===== src/rtl/ex_muldiv_unit_if.sv =====
// ex_muldiv_unit_if: EX-stage <-> multiply/divide unit connection.
//   master : pipeline side, drives the M-ext request and observes stall/done/result
//   slave  : multiply/divide unit
// Signals:
//   E_md_start  request valid (level, held while md_stall=1)
//   E_md_op     funct3 of the M-extension op
//   E_src_a/b   forwarded rs1/rs2 operands
//   E_rd        destination register
//   md_stall    freeze request to the hazard unit
//   md_busy     an op is in flight
//   md_done     one-cycle result-valid pulse
//   md_result   result, valid while md_done=1
//   md_rd       destination register of the completed op
interface ex_muldiv_unit_if #(
    parameter int unsigned WIDTH = 32
);
    logic             E_md_start;
    logic [2:0]       E_md_op;
    logic [WIDTH-1:0] E_src_a;
    logic [WIDTH-1:0] E_src_b;
    logic [4:0]       E_rd;
    logic             md_stall;
    logic             md_busy;
    logic             md_done;
    logic [WIDTH-1:0] md_result;
    logic [4:0]       md_rd;

    modport master (
        output E_md_start, E_md_op, E_src_a, E_src_b, E_rd,
        input  md_stall, md_busy, md_done, md_result, md_rd
    );

    modport slave (
        input  E_md_start, E_md_op, E_src_a, E_src_b, E_rd,
        output md_stall, md_busy, md_done, md_result, md_rd
    );
endinterface


===== src/rtl/ex_muldiv_unit.sv =====
// ex_muldiv_unit: iterative RV32M multiply/divide unit for the EX stage.
// Magnitudes are processed one bit per cycle (shift-add multiply, restoring
// divide), then sign-corrected in a single fix-up cycle.
// Ports:
//   clk    rising-edge clock
//   rst    synchronous active-high reset
//   flush  abort any in-flight op (branch/jump redirect)
//   md     slave side of ex_muldiv_unit_if (request, stall, done, result, rd)
module ex_muldiv_unit #(
    parameter int unsigned WIDTH = 32
) (
    input  logic                clk,
    input  logic                rst,
    input  logic                flush,
    ex_muldiv_unit_if.slave     md
);

    localparam int unsigned CntW = $clog2(WIDTH);

    typedef enum logic [1:0] {StIdle, StCalc, StFix, StDone} state_e;

    state_e               state_q, state_d;
    logic [2:0]           op_q;
    logic [4:0]           rd_q;
    logic [WIDTH-1:0]     opnd_q;     // multiplicand (mul) or divisor (div) magnitude
    logic [2*WIDTH-1:0]   acc_q;      // mul: {partial, multiplier}; div: {remainder, quotient}
    logic [CntW-1:0]      cnt_q;
    logic                 neg_q;      // negate product / quotient
    logic                 neg_a_q;    // dividend was negative: remainder takes its sign
    logic [WIDTH-1:0]     result_q;
    logic [4:0]           rd_out_q;

    // Operand decode at accept
    logic             is_div, a_signed, b_signed, a_neg, b_neg;
    logic [WIDTH-1:0] a_mag, b_mag, special_res;
    logic             b_zero, ovf, special, accept;

    always_comb begin
        is_div   = md.E_md_op[2];
        a_signed = md.E_md_op inside {3'd1, 3'd2, 3'd4, 3'd6};
        b_signed = md.E_md_op inside {3'd1, 3'd4, 3'd6};
        a_neg    = a_signed & md.E_src_a[WIDTH-1];
        b_neg    = b_signed & md.E_src_b[WIDTH-1];
        a_mag    = a_neg ? -md.E_src_a : md.E_src_a;
        b_mag    = b_neg ? -md.E_src_b : md.E_src_b;
        b_zero   = is_div & (md.E_src_b == '0);
        ovf      = (md.E_md_op == 3'd4 || md.E_md_op == 3'd6)
                 & (md.E_src_a == {1'b1, {(WIDTH-1){1'b0}}})
                 & (md.E_src_b == '1);
        special  = b_zero | ovf;
        // op[1] distinguishes REM/REMU from DIV/DIVU
        special_res = '0;
        if (b_zero) begin
            special_res = md.E_md_op[1] ? md.E_src_a : '1;
        end else if (ovf) begin
            special_res = md.E_md_op[1] ? '0 : {1'b1, {(WIDTH-1){1'b0}}};
        end
        accept = (state_q == StIdle) & md.E_md_start & ~flush;
    end

    // One iteration step and the final sign fix-up
    logic [WIDTH:0]     mul_sum, div_r;
    logic [WIDTH-1:0]   div_diff, quo, rem, fix_res;
    logic               div_ge;
    logic [2*WIDTH-1:0] mul_next, div_next, prod;

    always_comb begin
        mul_sum  = {1'b0, acc_q[2*WIDTH-1:WIDTH]} + {1'b0, opnd_q};
        mul_next = acc_q[0] ? {mul_sum, acc_q[WIDTH-1:1]} : {1'b0, acc_q[2*WIDTH-1:1]};
        div_r    = {acc_q[2*WIDTH-1:WIDTH], acc_q[WIDTH-1]};
        div_ge   = div_r >= {1'b0, opnd_q};
        // When div_ge the difference is below the divisor, so the low bits suffice
        div_diff = div_r[WIDTH-1:0] - opnd_q;
        div_next = {(div_ge ? div_diff : div_r[WIDTH-1:0]), acc_q[WIDTH-2:0], div_ge};

        prod = neg_q ? -acc_q : acc_q;
        quo  = neg_q ? -acc_q[WIDTH-1:0] : acc_q[WIDTH-1:0];
        rem  = neg_a_q ? -acc_q[2*WIDTH-1:WIDTH] : acc_q[2*WIDTH-1:WIDTH];
        unique case (op_q)
            3'd0:                   fix_res = prod[WIDTH-1:0];
            3'd1, 3'd2, 3'd3:       fix_res = prod[2*WIDTH-1:WIDTH];
            3'd4, 3'd5:             fix_res = quo;
            default:                fix_res = rem;
        endcase
    end

    // FSM: state register
    always_ff @(posedge clk) begin
        if (rst) state_q <= StIdle;
        else     state_q <= state_d;
    end

    // FSM: next state
    always_comb begin
        state_d = state_q;
        unique case (state_q)
            StIdle: if (md.E_md_start) state_d = special ? StDone : StCalc;
            StCalc: if (cnt_q == CntW'(WIDTH - 1)) state_d = StFix;
            StFix:  state_d = StDone;
            StDone: state_d = StIdle;
            default: state_d = StIdle;
        endcase
        if (flush) state_d = StIdle;
    end

    // FSM: outputs
    always_comb begin
        md.md_done   = (state_q == StDone);
        md.md_busy   = (state_q != StIdle);
        md.md_stall  = md.E_md_start & ~md.md_done;
        md.md_result = result_q;
        md.md_rd     = rd_out_q;
    end

    // Datapath
    always_ff @(posedge clk) begin
        if (rst) begin
            op_q     <= '0;
            rd_q     <= '0;
            opnd_q   <= '0;
            acc_q    <= '0;
            cnt_q    <= '0;
            neg_q    <= 1'b0;
            neg_a_q  <= 1'b0;
            result_q <= '0;
            rd_out_q <= '0;
        end else if (accept) begin
            op_q    <= md.E_md_op;
            rd_q    <= md.E_rd;
            cnt_q   <= '0;
            neg_q   <= a_neg ^ b_neg;
            neg_a_q <= a_neg;
            if (is_div) begin
                opnd_q <= b_mag;
                acc_q  <= {{WIDTH{1'b0}}, a_mag};
            end else begin
                opnd_q <= a_mag;
                acc_q  <= {{WIDTH{1'b0}}, b_mag};
            end
            if (special) begin
                result_q <= special_res;
                rd_out_q <= md.E_rd;
            end
        end else if (!flush && state_q == StCalc) begin
            acc_q <= op_q[2] ? div_next : mul_next;
            cnt_q <= cnt_q + 1'b1;
        end else if (!flush && state_q == StFix) begin
            result_q <= fix_res;
            rd_out_q <= rd_q;
        end
    end

endmodule

===== src/flat_wrapper.sv =====
// flat-port wrapper written by rule: the top's interface ports become plain ports
module ex_muldiv_unit_flat 
#(
    parameter int unsigned WIDTH = 32
)
  (clk, rst, flush, md_E_md_start, md_E_md_op, md_E_src_a, md_E_src_b, md_E_rd, md_md_stall, md_md_busy, md_md_done, md_md_result, md_md_rd);
  ex_muldiv_unit_if #(.WIDTH(WIDTH)) md_i ();
  input  logic clk;
  input  logic rst;
  input  logic flush;
  input wire logic [$bits(md_i.E_md_start)-1:0] md_E_md_start;
  input wire logic [$bits(md_i.E_md_op)-1:0] md_E_md_op;
  input wire logic [$bits(md_i.E_src_a)-1:0] md_E_src_a;
  input wire logic [$bits(md_i.E_src_b)-1:0] md_E_src_b;
  input wire logic [$bits(md_i.E_rd)-1:0] md_E_rd;
  output wire logic [$bits(md_i.md_stall)-1:0] md_md_stall;
  output wire logic [$bits(md_i.md_busy)-1:0] md_md_busy;
  output wire logic [$bits(md_i.md_done)-1:0] md_md_done;
  output wire logic [$bits(md_i.md_result)-1:0] md_md_result;
  output wire logic [$bits(md_i.md_rd)-1:0] md_md_rd;
  assign md_i.E_md_start = md_E_md_start;
  assign md_i.E_md_op = md_E_md_op;
  assign md_i.E_src_a = md_E_src_a;
  assign md_i.E_src_b = md_E_src_b;
  assign md_i.E_rd = md_E_rd;
  assign md_md_stall = md_i.md_stall;
  assign md_md_busy = md_i.md_busy;
  assign md_md_done = md_i.md_done;
  assign md_md_result = md_i.md_result;
  assign md_md_rd = md_i.md_rd;
  ex_muldiv_unit #(.WIDTH(WIDTH)) u_core (.clk(clk), .rst(rst), .flush(flush), .md(md_i));
endmodule

===== config.mk =====
export PLATFORM = sky130hd
export DESIGN_NAME = ex_muldiv_unit_flat
export DESIGN_NICKNAME = d
export VERILOG_FILES = /design/src/rtl/ex_muldiv_unit_if.sv /design/src/rtl/ex_muldiv_unit.sv /design/src/flat_wrapper.sv
export SDC_FILE = /design/constraint.sdc
export NUM_CORES = 1
export LEC_CHECK = 0
export ABC_CLOCK_PERIOD_IN_PS = 5400
export CAP_MARGIN = 20
export CELL_PAD_IN_SITES_DETAIL_PLACEMENT = 0
export CELL_PAD_IN_SITES_GLOBAL_PLACEMENT = 1
export CORE_UTILIZATION = 44
export DETAILED_ROUTE_END_ITERATION = 10
export HOLD_SLACK_MARGIN = 0.15
export PLACE_DENSITY_LB_ADDON = 0.1
export SLEW_MARGIN = 10
export SYNTH_ARGS = -nofsm -noshare
export SYNTH_HDL_FRONTEND = slang
export SYNTH_SLANG_ARGS = --single-unit

===== constraint.sdc =====
create_clock -name clk -period 5.4 [get_ports clk]
set_input_delay 1.62 -clock clk [delete_from_list [all_inputs] [get_ports clk]]
set_output_delay 1.62 -clock clk [all_outputs]
set_load 0.005 [all_outputs]

==> results.toml, run 1 <==
[outcome]
status = "finished, final reports clean"

[clock_network]
htree_levels = 4
postCtsSetupRepairBufs = 0
cts_buffers = 17
cts_max_path_buffers = 2
cts_tree = "built"
root_buffer = "clkbuf_16"
cts_sinks = 150
cts-resized-gates = 0
clk_latency_ns = 0.47
ctsHoldBuffers = 0
clkSlewWorstSetupHoldPaths_ns = 0.07

[place]
gp_congestion = 0.947
io_buffers = 115
dp.cells = 2584
dp_slack_ns = 0.209
hpwlAfterDp_um = 48000

[synthesis]
ys_types = 81
yosys_warnings = 0
synth_edf_count = 0
synth_ff_type = "dfxtp_1"
synthArstFlopShare = 0
ys_seq_area_frac = 0.199
syn_area_mm2 = 0.0151
syn_area_per_cell_um2 = 7.08
synth_seq_cells = 150
synth_cells = 2136
syn-num-nets = 2290

[timing]
relSlewSlack = 0.390
slew_violations = 0
hold_viol_final = 0
max_freq_mhz = 209
rsz0062_at_grt = "no"
fin_tns_setup_ns = 0
fin_crit_ns = 4.79
finalSetupViolCount = 0
worst_pin_slew_ns = 0.905
clock_skew_ns = 0.0173
setup_ws_ns = 0.605
min_period_over_period = 0.888

[setup_path]
ff2ff_path_depth = 11
crit_path_start = "u_core.acc_q[31]"
worstSetupStartpointType = "flip-flop"
critical_path_required_ns = 5.76
critPathArrivalTime_ns = 5.15
reg2reg_to = "u_core.acc_q[62]"
rr_startpoint = "u_core.acc_q[31]"
critPathKind = "flip-flop to flip-flop"
endpoint_kind = "flip-flop"
critPathMaxFanout = 16
rrSetupSlack_ns = 0.61
endpoint = "u_core.acc_q[62]"

[cells_and_area]
drive_gt1_frac = 0.0623
final.fill_count = 3446
antenna_cells = 0
final_cells = 2616
final_nets = 2309
syn_to_final_growth_pct = 13.7
finalCoreUtilization = 0.510

[die]
start_util = 0.449
ios = 116
die_y_um = 187
die_x_um = 187
core_area_mm2 = 0.0337
die_area_mm2 = 0.0351
std_cell_rows = 67

[route]
totalWireLength_um = 61800
drt_iter0_markers = 1609
vias_per_cell = 6.30
wl_per_cell_um = 23.6
drt-pass1-iter-count = 7
num_vias = 16500
drc = 0
drtAntennaViolNets = 0

[hold_path]
min-delay-path-class = "flip-flop to flip-flop"

[global_routing]
grt_max_degree = 81
grt_pass1_wl_um = 95200
grt_pass1_vias = 15500
overflow = 0
antenna_found_initial = 3
grt_usage = 0.352

[power_and_ir_drop]
vdd_drop_max_mv = 0.217
power_density_mw_per_mm2 = 223
total_power_uw = 3840
p_leak_uw = 0.00643

[job]
drv_cap = 0
cell families after synthesis:
group / Yosys count / share of synthesized area
compound gates: 741 / 0.315
buf+inv: 248 / 0.0640
xor+xnor: 181 / 0.105
fa+ha+maj: 78 / 0.0655
flops: 150 / 0.199
mux: 66 / 0.0444
simple gates: 672 / 0.207
registers in the layout (all words and copies together) (netlist names):
register,count
u_core.acc_q,64
u_core.md.md_result,32
u_core.opnd_q,32
u_core.cnt_q,5
u_core.md.md_rd,5
u_core.rd_q,5
u_core.op_q,3
u_core.state_q,2
u_core.neg_a_q,1
u_core.neg_q,1
synthesized netlist by cell type (all sizes together), types with 10 or more instances:
cell / number / area share
nand2: 246 / 0.061
a21oi: 207 / 0.069
nor2: 189 / 0.047
o21ai: 163 / 0.054
dfxtp: 150 / 0.20
clkbuf: 148 / 0.037
xnor2: 109 / 0.063
ha: 76 / 0.063
o211ai: 74 / 0.037
xor2: 72 / 0.042
inv: 69 / 0.017
mux2i: 57 / 0.038
nand3: 37 / 0.012
nor3: 37 / 0.013
a211oi: 35 / 0.017
o31ai: 34 / 0.017
a31oi: 31 / 0.013
a21o: 28 / 0.014
buf: 26 / 0.0088
nand4: 26 / 0.011
o22ai: 26 / 0.011
or3: 21 / 0.0087
or4: 19 / 0.0099
nand2b: 18 / 0.0074
nor4: 17 / 0.0079
o41ai: 17 / 0.011
a32o: 13 / 0.0086
nor2b: 12 / 0.0050
o21bai: 12 / 0.0060
a22o: 11 / 0.0064
and2: 11 / 0.0046
o21a: 11 / 0.0055
and3: 10 / 0.0041
how the worst min path moves through the flow:
| stage | startpoint | to | cells after the start |
|---|---|---|---|
| 4_1_cts | u_core.md.md_result[5] | u_core.md.md_result[5] | 2 |
| 5_1_grt | u_core.md.md_result[5] | u_core.md.md_result[5] | 2 |
| 6_report | u_core.md.md_result[5] | u_core.md.md_result[5] | 2 |
| 3_3_place_gp | u_core.cnt_q[4] | u_core.cnt_q[4] | 2 |
| 2_1_floorplan | u_core.cnt_q[4] | u_core.cnt_q[4] | 2 |
| 3_5_place_dp | u_core.md.md_result[5] | u_core.md.md_result[5] | 2 |
power by group:
group	leakage [µW]	switching [µW]	internal (µW)
registers	0.00122	77.5	1150
logic	0.00492	886	483
clock network	0.000290	582	657
critical path, cell delays in order (launching register included):
cell and delay (ns):
dfxtp_1 0.44, inv_1 0.17, ha_1 0.24, nand2b_1 0.16, a211oi_1 0.67, o2111ai_1 0.33, a2111oi_1 0.91, o211ai_1 0.34
and2_2 0.48, or3_1 0.39, mux2_2 0.29, a32o_1 0.25
final cells by class:
type	instances	area, µm²	share of cell area
Sequential cell	150	3010	0.175
Clock buffer	18	429	0.0250
Inverter	74	278	0.0162
Timing Repair Buffer	174	1590	0.0923
Tap cell	448	561	0.0326
Clock inverter	14	161	0.00939
Multi-Input combinational cell	1738	11200	0.650
layout by cell type, fill, tap and decap left out, drive strengths merged, types with 12 or more instances in the layout:
master | synthesis | layout
or3 | 21 | 21
o21bai | 12 | 12
or4 | 19 | 19
clkbuf | 148 | 18
a21o | 28 | 28
a21oi | 207 | 207
ha | 76 | 76
inv | 69 | 77
o41ai | 17 | 17
mux2i | 57 | 57
nor2 | 189 | 189
nand3 | 37 | 37
nor4 | 17 | 17
o22ai | 26 | 26
clkdlybuf4s50 | 0 | 113
nor3 | 37 | 37
a32o | 13 | 13
dfxtp | 150 | 150
a211oi | 35 | 35
o31ai | 34 | 34
nand4 | 26 | 26
nand2 | 246 | 246
xnor2 | 109 | 109
nor2b | 12 | 12
nand2b | 18 | 18
buf | 26 | 61
o21ai | 163 | 163
o211ai | 74 | 74
a31oi | 31 | 31
xor2 | 72 | 72
layer usage:
metal,track usage,up-vias,routed length [µm]
li1,-,7841,-
met1,0.453,7832,26600
met2,0.577,664,28200
met3,0.0662,138,4550
met4,0.143,6,2420
met5,0,-,38
per-stage QoR:
stage	hold slack (ns)	area, µm²
after floorplan	0.441	15100
after global placement	0.446	16600
after detailed placement	0.447	16600
after CTS	0.460	17200
after global routing	0.475	17200
final	0.454	17200
Power figures use the tool's default switching activity.
==> run 2, diff against run 1 <==
--- a/config.mk
+++ b/config.mk
@@ -13,7 +13,9 @@
 export DETAILED_ROUTE_END_ITERATION = 10
 export HOLD_SLACK_MARGIN = 0.15
 export PLACE_DENSITY_LB_ADDON = 0.1
+export SETUP_SLACK_MARGIN = 0.15
 export SLEW_MARGIN = 10
 export SYNTH_ARGS = -nofsm -noshare
 export SYNTH_HDL_FRONTEND = slang
 export SYNTH_SLANG_ARGS = --single-unit
+export TNS_END_PERCENT = 10
==> results of run 2 <==
The final DEF is identical to that of run 1; final timing and power are the same.
==> run 3, diff against run 2 <==
==> constraint.sdc (replaced) <==
create_clock -name clk -period 5.4 [get_ports clk]
set_input_delay 1.08 -clock clk [delete_from_list [all_inputs] [get_ports clk]]
set_output_delay 1.08 -clock clk [all_outputs]
set_load 0.005 [all_outputs]
==> results.toml, run 3 (synthesized netlist as in run 1, its figures left out) <==
[die]
die_area_mm2 = 0.0351
die_x_um = 187
start_util = 0.449
ios = 116
die_y_um = 187
core_area_mm2 = 0.0337
std_cell_rows = 67

[clock_network]
cts_max_path_buffers = 2
cts_tree = "built"
cts-resized-gates = 0
cts_sinks = 150
clkSlewWorstSetupHoldPaths_ns = 0.08
ctsHoldBuffers = 0
cts_buffers = 17
htree_levels = 4
clk_latency_ns = 0.45
postCtsSetupRepairBufs = 0
root_buffer = "clkbuf_16"

[timing]
fin_tns_setup_ns = 0
hold_viol_final = 0
hold_slack_ns = 0.461
clock_skew_ns = 0.0137
slew_violations = 0
relSlewSlack = 0.263
worst_pin_slew_ns = 1.11
max_freq_mhz = 215
rsz0062_at_grt = "no"
fin_crit_ns = 4.66
setup_ws_ns = 0.743
min_period_over_period = 0.862
finalSetupViolCount = 0

[route]
route.met3.wl_um = 4270
wl_per_cell_um = 23.4
highest_layer = "met5"
totalWireLength_um = 60800
wl_met2_um = 28000
num_vias = 16400
drtAntennaViolNets = 0
drc = 0
drt_iter0_markers = 1652
drt-pass1-iter-count = 6
vias_per_cell = 6.29
drt-met1-wl_um = 26500

[setup_path]
crit_path_start = "md_E_src_b[2]"
ff2ff_path_depth = 11
rrSetupSlack_ns = 1.27
rr_startpoint = "u_core.acc_q[35]"
critPathMaxFanout = 13
critPathArrivalTime_ns = 5.03
reg2reg_to = "u_core.acc_q[56]"
endpoint_kind = "flip-flop"
worstSetupStartpointType = "primary input"
critPathKind = "primary input to flip-flop"
critical_path_required_ns = 5.77

[hold_path]
hold_end = "u_core.md.md_result[8]"
hold_path.startpoint = "u_core.md.md_result[8]"
min-delay-path-class = "flip-flop to flip-flop"
holdPathStages = 2

[power_and_ir_drop]
seq_power_share = 0.317
switchingPower_uw = 1600
p_clk_frac = 0.331
power_density_mw_per_mm2 = 226
total_power_uw = 3870
comb_power_share = 0.352
sw_frac_of_total = 0.413
p_int_uw = 2270
vdd_drop_max_mv = 0.179
p_leak_uw = 0.00637

[cells_and_area]
drive_gt1_frac = 0.0557
syn_to_final_growth_pct = 13.2
antenna_cells = 0
largest_register_ffs = 64
layout_common_cells = "nand2_1, a21oi_1, nor2_1, o21ai_0, dfxtp_1"
top_register = "u_core.acc_q"
final_nets = 2294
final_common_cell = "nand2_1"

[global_routing]
antenna_found_initial = 2
grt_pass1_wl_um = 92600
grt_usage = 0.342
grt_pass1_vias = 15300
grt_max_degree = 92
overflow = 0

[place]
hpwlAfterDp_um = 47200
dp_slack_ns = 0.365
gp_congestion = 0.951
io_buffers = 115

[job]
drv_cap = 0

[outcome]
status = "finished, final reports clean"
==> run 3: cell count changes in the layout (fill, tap and decap cells not counted), sizes merged <==
cell,previous run,this run
buf,61,46
clkinv,10,11
bufinv,1,0
clkbuf,18,17
inv,77,78
==> run 3: final cells by class <==
cell class / instances / area [µm²]
fill: 3415 / 16600
multi-input combinational: 1738 / 11200
sequential: 150 / 3010
timing repair buffer: 159 / 1490
tap: 448 / 561
clock buffer: 17 / 425
inverter: 74 / 278
clock inverter: 15 / 194
==> run 3: worst max-delay path by stage <==
| stage | slack, ns | cells after the start | to |
|---|---|---|---|
| after floorplan | 1.55 | 10 | u_core.md.md_result[23] |
| after global placement | 0.46 | 11 | u_core.md.md_result[1] |
| after detailed placement | 0.37 | 11 | u_core.md.md_result[9] |
| after CTS | 0.84 | 11 | u_core.md.md_result[9] |
| after global routing | 0.50 | 11 | u_core.md.md_result[9] |
| final | 0.74 | 11 | u_core.md.md_result[9] |
==> run 3: layer usage <==
| layer | vias to the layer above | GRT usage |
|---|---|---|
| li1 | 7816 | - |
| met1 | 7781 | 0.442 |
| met2 | 670 | 0.569 |
| met3 | 95 | 0.0598 |
| met4 | 2 | 0.124 |
| met5 | - | 0 |
==> run 3: worst max-delay path, stage by stage <==
cell and delay (ns):
clkdlybuf4s50_1 0.50, nor4_1 0.68, nand4_1 0.39, nor3b_2 0.26, buf_4 0.16, or4b_4 0.57
buf_4 0.22, nor2_1 0.59, o21ai_0 0.22, a21boi_0 0.18, o22ai_1 0.18
==> run 3: power groups by stage <==
| stage | clock network [µW] | logic, µW | registers [µW] |
|---|---|---|---|
| after CTS | 1290 | 1330 | 1220 |
| final | 1280 | 1360 | 1230 |
| after detailed placement | 0 | 1330 | 1250 |
| after global routing | 1340 | 1460 | 1230 |
| after floorplan | 0 | 880 | 1200 |
| after global placement | 0 | 1320 | 1250 |
==> run 3: stage by stage <==
stage                     cells  utilization  area (µm²)
after floorplan            2136            -       15100
after global placement     2569        0.489       16500
after detailed placement   2569        0.489       16500
after CTS                  2601        0.508       17100
after global routing       2601        0.508       17100
final                      2601        0.508       17100
